==> src/rtl/cpu_pkg.sv <==
// Shared definitions for the response demultiplexer slice.
//   WIDTH_DEF : default payload width
//   sel_e     : beat destination encoding (SEL_IF -> out0, SEL_MEM -> out1)
//   ptr_w()   : FIFO pointer width for a given depth
package cpu_pkg;

  localparam int unsigned WIDTH_DEF = 32;

  typedef enum logic {
    SEL_IF  = 1'b0,
    SEL_MEM = 1'b1
  } sel_e;

  function automatic int unsigned ptr_w(input int unsigned depth);
    return (depth < 2) ? 1 : $clog2(depth);
  endfunction

endpackage

==> src/rtl/demux_fifo.sv <==
// Small synchronous FIFO used per demux output.
//   clk, rst : clock, async active-high reset (clears storage too)
//   i_push   : write i_data (ignored when full)
//   i_pop    : drop head entry (ignored when empty)
//   o_full   : count == DEPTH
//   o_empty  : count == 0
//   o_count  : occupancy
//   o_head   : storage at read pointer (combinational read)
module demux_fifo
  import cpu_pkg::*;
#(
  parameter int unsigned WIDTH = WIDTH_DEF,
  parameter int unsigned DEPTH = 2,
  localparam int unsigned PW = ptr_w(DEPTH),
  localparam int unsigned CW = PW + 1
) (
  input  logic             clk,
  input  logic             rst,
  input  logic             i_push,
  input  logic [WIDTH-1:0] i_data,
  input  logic             i_pop,
  output logic             o_full,
  output logic             o_empty,
  output logic [CW-1:0]    o_count,
  output logic [WIDTH-1:0] o_head
);

  logic [WIDTH-1:0] r_mem [DEPTH];
  logic [PW-1:0]    r_wr_ptr;
  logic [PW-1:0]    r_rd_ptr;
  logic [CW-1:0]    r_count;

  logic w_push;
  logic w_pop;

  assign o_full  = (r_count == CW'(DEPTH));
  assign o_empty = (r_count == '0);
  assign o_count = r_count;
  assign o_head  = r_mem[r_rd_ptr];

  assign w_push = i_push && !o_full;
  assign w_pop  = i_pop && !o_empty;

  always_ff @(posedge clk or posedge rst) begin
    if (rst) begin
      for (int unsigned i = 0; i < DEPTH; i++) begin
        r_mem[i] <= '0;
      end
      r_wr_ptr <= '0;
      r_rd_ptr <= '0;
      r_count  <= '0;
    end else begin
      if (w_push) begin
        r_mem[r_wr_ptr] <= i_data;
        r_wr_ptr        <= r_wr_ptr + PW'(1);
      end
      if (w_pop) begin
        r_rd_ptr <= r_rd_ptr + PW'(1);
      end
      // Count tracked separately from pointers so full/empty never alias.
      case ({w_push, w_pop})
        2'b10:   r_count <= r_count + CW'(1);
        2'b01:   r_count <= r_count - CW'(1);
        default: r_count <= r_count;
      endcase
    end
  end

endmodule

==> src/rtl/resp_demux.sv <==
// 1-to-2 response demultiplexer with a FIFO per output.
//   clk, rst               : clock, async active-high reset
//   in_valid/in_sel/in_data/in_ready : input stream; in_sel 0 -> out0, 1 -> out1
//   out0_valid/out0_data/out0_ready  : instruction-fetch side stream
//   out1_valid/out1_data/out1_ready  : data side stream
//   out0_count/out1_count            : FIFO occupancy
// in_ready depends only on in_sel and registered state; no ready path
// passes combinationally from the outputs to the input.
module resp_demux
  import cpu_pkg::*;
#(
  parameter int unsigned WIDTH = WIDTH_DEF,
  parameter int unsigned DEPTH = 2,
  localparam int unsigned CW = $clog2(DEPTH) + 1
) (
  input  logic             clk,
  input  logic             rst,
  input  logic             in_valid,
  input  logic             in_sel,
  input  logic [WIDTH-1:0] in_data,
  output logic             in_ready,
  output logic             out0_valid,
  output logic [WIDTH-1:0] out0_data,
  input  logic             out0_ready,
  output logic             out1_valid,
  output logic [WIDTH-1:0] out1_data,
  input  logic             out1_ready,
  output logic [CW-1:0]    out0_count,
  output logic [CW-1:0]    out1_count
);

  logic w_full0;
  logic w_full1;
  logic w_empty0;
  logic w_empty1;
  logic w_push0;
  logic w_push1;

  assign in_ready = (in_sel == SEL_MEM) ? !w_full1 : !w_full0;

  // in_valid gates first so an unknown in_sel while idle cannot reach state.
  assign w_push0 = in_valid && (in_sel == SEL_IF)  && !w_full0;
  assign w_push1 = in_valid && (in_sel == SEL_MEM) && !w_full1;

  assign out0_valid = !w_empty0;
  assign out1_valid = !w_empty1;

  demux_fifo #(.WIDTH(WIDTH), .DEPTH(DEPTH)) u_fifo0 (
    .clk     (clk),
    .rst     (rst),
    .i_push  (w_push0),
    .i_data  (in_data),
    .i_pop   (out0_ready),
    .o_full  (w_full0),
    .o_empty (w_empty0),
    .o_count (out0_count),
    .o_head  (out0_data)
  );

  demux_fifo #(.WIDTH(WIDTH), .DEPTH(DEPTH)) u_fifo1 (
    .clk     (clk),
    .rst     (rst),
    .i_push  (w_push1),
    .i_data  (in_data),
    .i_pop   (out1_ready),
    .o_full  (w_full1),
    .o_empty (w_empty1),
    .o_count (out1_count),
    .o_head  (out1_data)
  );

endmodule

==> config.mk <==
export PLATFORM = sky130hd
export DESIGN_NAME = resp_demux
export DESIGN_NICKNAME = d
export VERILOG_FILES = /design/src/rtl/cpu_pkg.sv /design/src/rtl/demux_fifo.sv /design/src/rtl/resp_demux.sv
export SDC_FILE = /design/constraint.sdc
export NUM_CORES = 1
export LEC_CHECK = 0
export CAP_MARGIN = 20
export CORE_MARGIN = 3
export CORE_UTILIZATION = 53
export DETAILED_ROUTE_END_ITERATION = 8
export GPL_TIMING_DRIVEN = 0
export PLACE_DENSITY = 0.86
export SLEW_MARGIN = 20
export SYNTH_ARGS = -nofsm -noshare
export SYNTH_HDL_FRONTEND = slang
export SYNTH_SLANG_ARGS = --single-unit
==> constraint.sdc <==
create_clock -name clk -period 5.8 [get_ports clk]
set_input_delay 0.58 -clock clk [delete_from_list [all_inputs] [get_ports clk]]
set_output_delay 0.58 -clock clk [all_outputs]
set_load 0.02 [all_outputs]
==> summary.txt <==
simple-gate share of the synthesized area -> 1.948%
Max FO, Critical Path -> 10
# H-tree levels -> 4
pre-CTS setup slack -> 2.969 ns
CTS root buf -> clkbuf_16
Fin Setup TNS -> 0 ns
WL per Instance -> 20.14 um
largest net degree at the start of global routing -> 79
I/O pins -> 109
crit start category -> flip-flop
RSZ-0062 raised after global routing -> false
row cnt -> 38
Worst Setup SP -> u_fifo0.r_rd_ptr
Overflow after GRT -> 0
GRT Total Usage -> 22.66%
Hold WC Path Type -> flip-flop to flip-flop
synthesized area -> 6037 um^2
worst-path cell chain -> clkbuf_1, clkbuf_1, mux2_2, clkdlybuf4s50_1
share of layout cells above drive strength 1 -> 44.93%
DR pass1 iterations -> 4
DIE AREA -> 12,710 um^2
final setup vio count -> 0
Worst-Skew Late Latency -> 0.41 ns
first-pass GRT wire length -> 22,270 um
post-route setup slack -> 2.540 ns
initial core utilization -> 54.97%
core footprint -> 10,980 um^2
CTS buffer count -> 17
Worst Setup End Kind -> output port
post-cts resize count -> 0
CP max-delay cell -> clkbuf_1
CTS tree -> built
Area growth, synth to finish -> 31.81%
commonest non-fill, non-tap cell in the layout -> mux2_2
Layout Nets -> 550
Cell variety after synth -> 22
Adder-Cell Fraction of Synth Area -> 0.4145%
Synth Area in Compound Gates -> 0.08290%
Synth Area per Inst -> 15.80 um^2
Finished Layout Cells -> 663
RD Place Congestion -> 0.7663
CTS sink cnt -> 136
Cells after Synth -> 382
power per cell area -> 686.7 nW/um^2
I/O Buffers -> 108
Final Power -> 0.005465 W
Leakage Power -> 3.452 nW
via density per instance -> 5.360
Synthesis Warnings -> 0
min Tclk post-route -> 3.260 ns
Hold WS -> 0.4885 ns
xor/xnor share of the synthesized area -> 1.451%
RR Startpoint -> u_fifo1.o_count[1]
R2R depth -> 4
Hold Path Depth -> 1
Die Wd -> 112.7 um
number of routed nets with antenna violations -> 0
arrival time worst endpoint -> 2.68 ns
Final Routed Wirelength -> 13,350 um
final number of hold-violating endpoints -> 0
slowest stage delay, CP -> 0.63 ns
worst vdd ir -> 0.3852 mV
Pins Over Slew Limit -> 0
vias in the first global route -> 4,208
CP dominant cell by count -> clkbuf_1
Post-CTS Setup Bufs -> 0
Max Clk Rate -> 306.8 MHz
Final Cycle Share -> 56.20%
# hold bufs at CTS -> 0
Seq. cell area -> 3403 um^2
Crit Path Class -> flip-flop to output port
slew of the pin with the lowest slew margin -> 0.7768 ns
DRT iter0 DRCs -> 144
Via Count -> 3,554
diode count -> 0
DRC -> 0
syn_nets -> 422
worst setup path endpoint -> out0_data[0]
sequential share of the synthesized area -> 56.37%
r2r endpoint -> u_fifo1.r_mem[44]
Max-slew headroom -> 48.22%
largest family of logic cells by synthesized area -> multiplexers
post-synthesis mux area share -> 37.68%
Die Span Y -> 112.7 um
max_cap viols -> 0
post-route clock skew -> 0.007329 ns
Clock Tree Buf Depth -> 2
Seq cells post-synth -> 136
CP required -> 5.22 ns
Detail Placement HPWL -> 8843 um
Inst Count DP -> 631
clock-pin transition on the worst setup and hold timing paths -> 0.05 ns
initial antenna violation count -> 0
fillers -> 744
status -> finished, final reports clean
R2R setup slack -> 3.96 ns
Multi-input gate area -> 2510 um^2
commonest cells after routing, fill and taps aside -> mux2_2, dfrtp_1, clkdlybuf4s50_1, mux2_4, clkbuf_16
[synth_stat cells (all sizes together)]
library cell,instances,area (um^2)
nand4,1,6.260
or2,2,12.51
a21oi,1,5.000
or3b,1,8.760
inv,1,3.750
clkbuf,8,30.03
xor2,4,35.03
nand3,1,5.000
and2,2,12.51
nand2b,4,25.02
nor3,2,20.02
nand2,1,3.750
buf,13,90.08
xnor2,6,52.55
dfrtp,136,3403
mux2,192,2275
ha,2,25.02
nor2b,2,12.51
nor2,3,11.26
[layer usage]
metal | wire length, um | GRT usage [%] | up-vias | part of all wire (%)
met3 | 682 | 6.578 | 21 | 5.1
met4 | 188 | 6.490 | 0 | 1.4
met1 | 5630 | 27.88 | 1833 | 42
met2 | 6849 | 39.06 | 94 | 51
li1 | - | - | 1606 | -
met5 | 0 | 0 | - | 0
[sequential cells by signal, indices dropped and copies added (netlist names)]
name,count
u_fifo1.r_mem,64
u_fifo1.r_rd_ptr,1
u_fifo0.r_rd_ptr,1
u_fifo0.o_count,2
u_fifo1.o_count,2
u_fifo1.r_wr_ptr,1
u_fifo0.r_wr_ptr,1
u_fifo0.r_mem,64
[stage by stage]
stage	instance area, um^2	utilization [%]
after floorplan	6037	-
after global placement	7293	66.40
after detailed placement	7328	66.72
after CTS	7958	72.45
after global routing	7958	72.45
final	7958	72.45
[worst max-delay path: cells and delay by family, from the launching register on]
family                 cells  cell delay [ns]
buffers and inverters      3             1.53
flip-flops                 1             0.33
multiplexers               1             0.41
[worst min path at each step]
| stage | startpoint | end |
|---|---|---|
| 3_5_place_dp | u_fifo0.r_mem[59] | u_fifo0.r_mem[59] |
| 5_1_grt | u_fifo1.r_mem[63] | u_fifo1.r_mem[63] |
| 6_report | u_fifo1.r_mem[57] | u_fifo1.r_mem[57] |
| 3_3_place_gp | u_fifo0.r_mem[57] | u_fifo0.r_mem[57] |
| 4_1_cts | u_fifo0.r_mem[59] | u_fifo0.r_mem[59] |
| 2_1_floorplan | u_fifo0.r_mem[57] | u_fifo0.r_mem[57] |
[report_power, final]
part	internal (W)	switching, W	total [W]
registers	0.00144	0.000265	0.00170
clock network	0.000745	0.000383	0.00113
logic	0.00147	0.00116	0.00263
[final cells by class]
cell class,count,area share [%]
multi-input cells,224,31.54
plain buffers,21,1.509
flip-flops and latches,136,42.77
clock buffers,26,6.525
inverters,1,0.1415
well taps,140,2.201
repair buffers,109,13.93
clock inverters,6,1.384
[kinds of logic (layout without fill, tap and decap cells)]
kind of cell / Yosys count / in the layout
muxes: 192 / 192
DFF: 136 / 136
buffers and inverters: 22 / 163
and+or+nand+nor: 19 / 19
xor gates and xnor gates: 10 / 10
adders and majority gates: 2 / 2
AOI/OAI and AO/OA: 1 / 1
(Power assumes the default switching activity.)
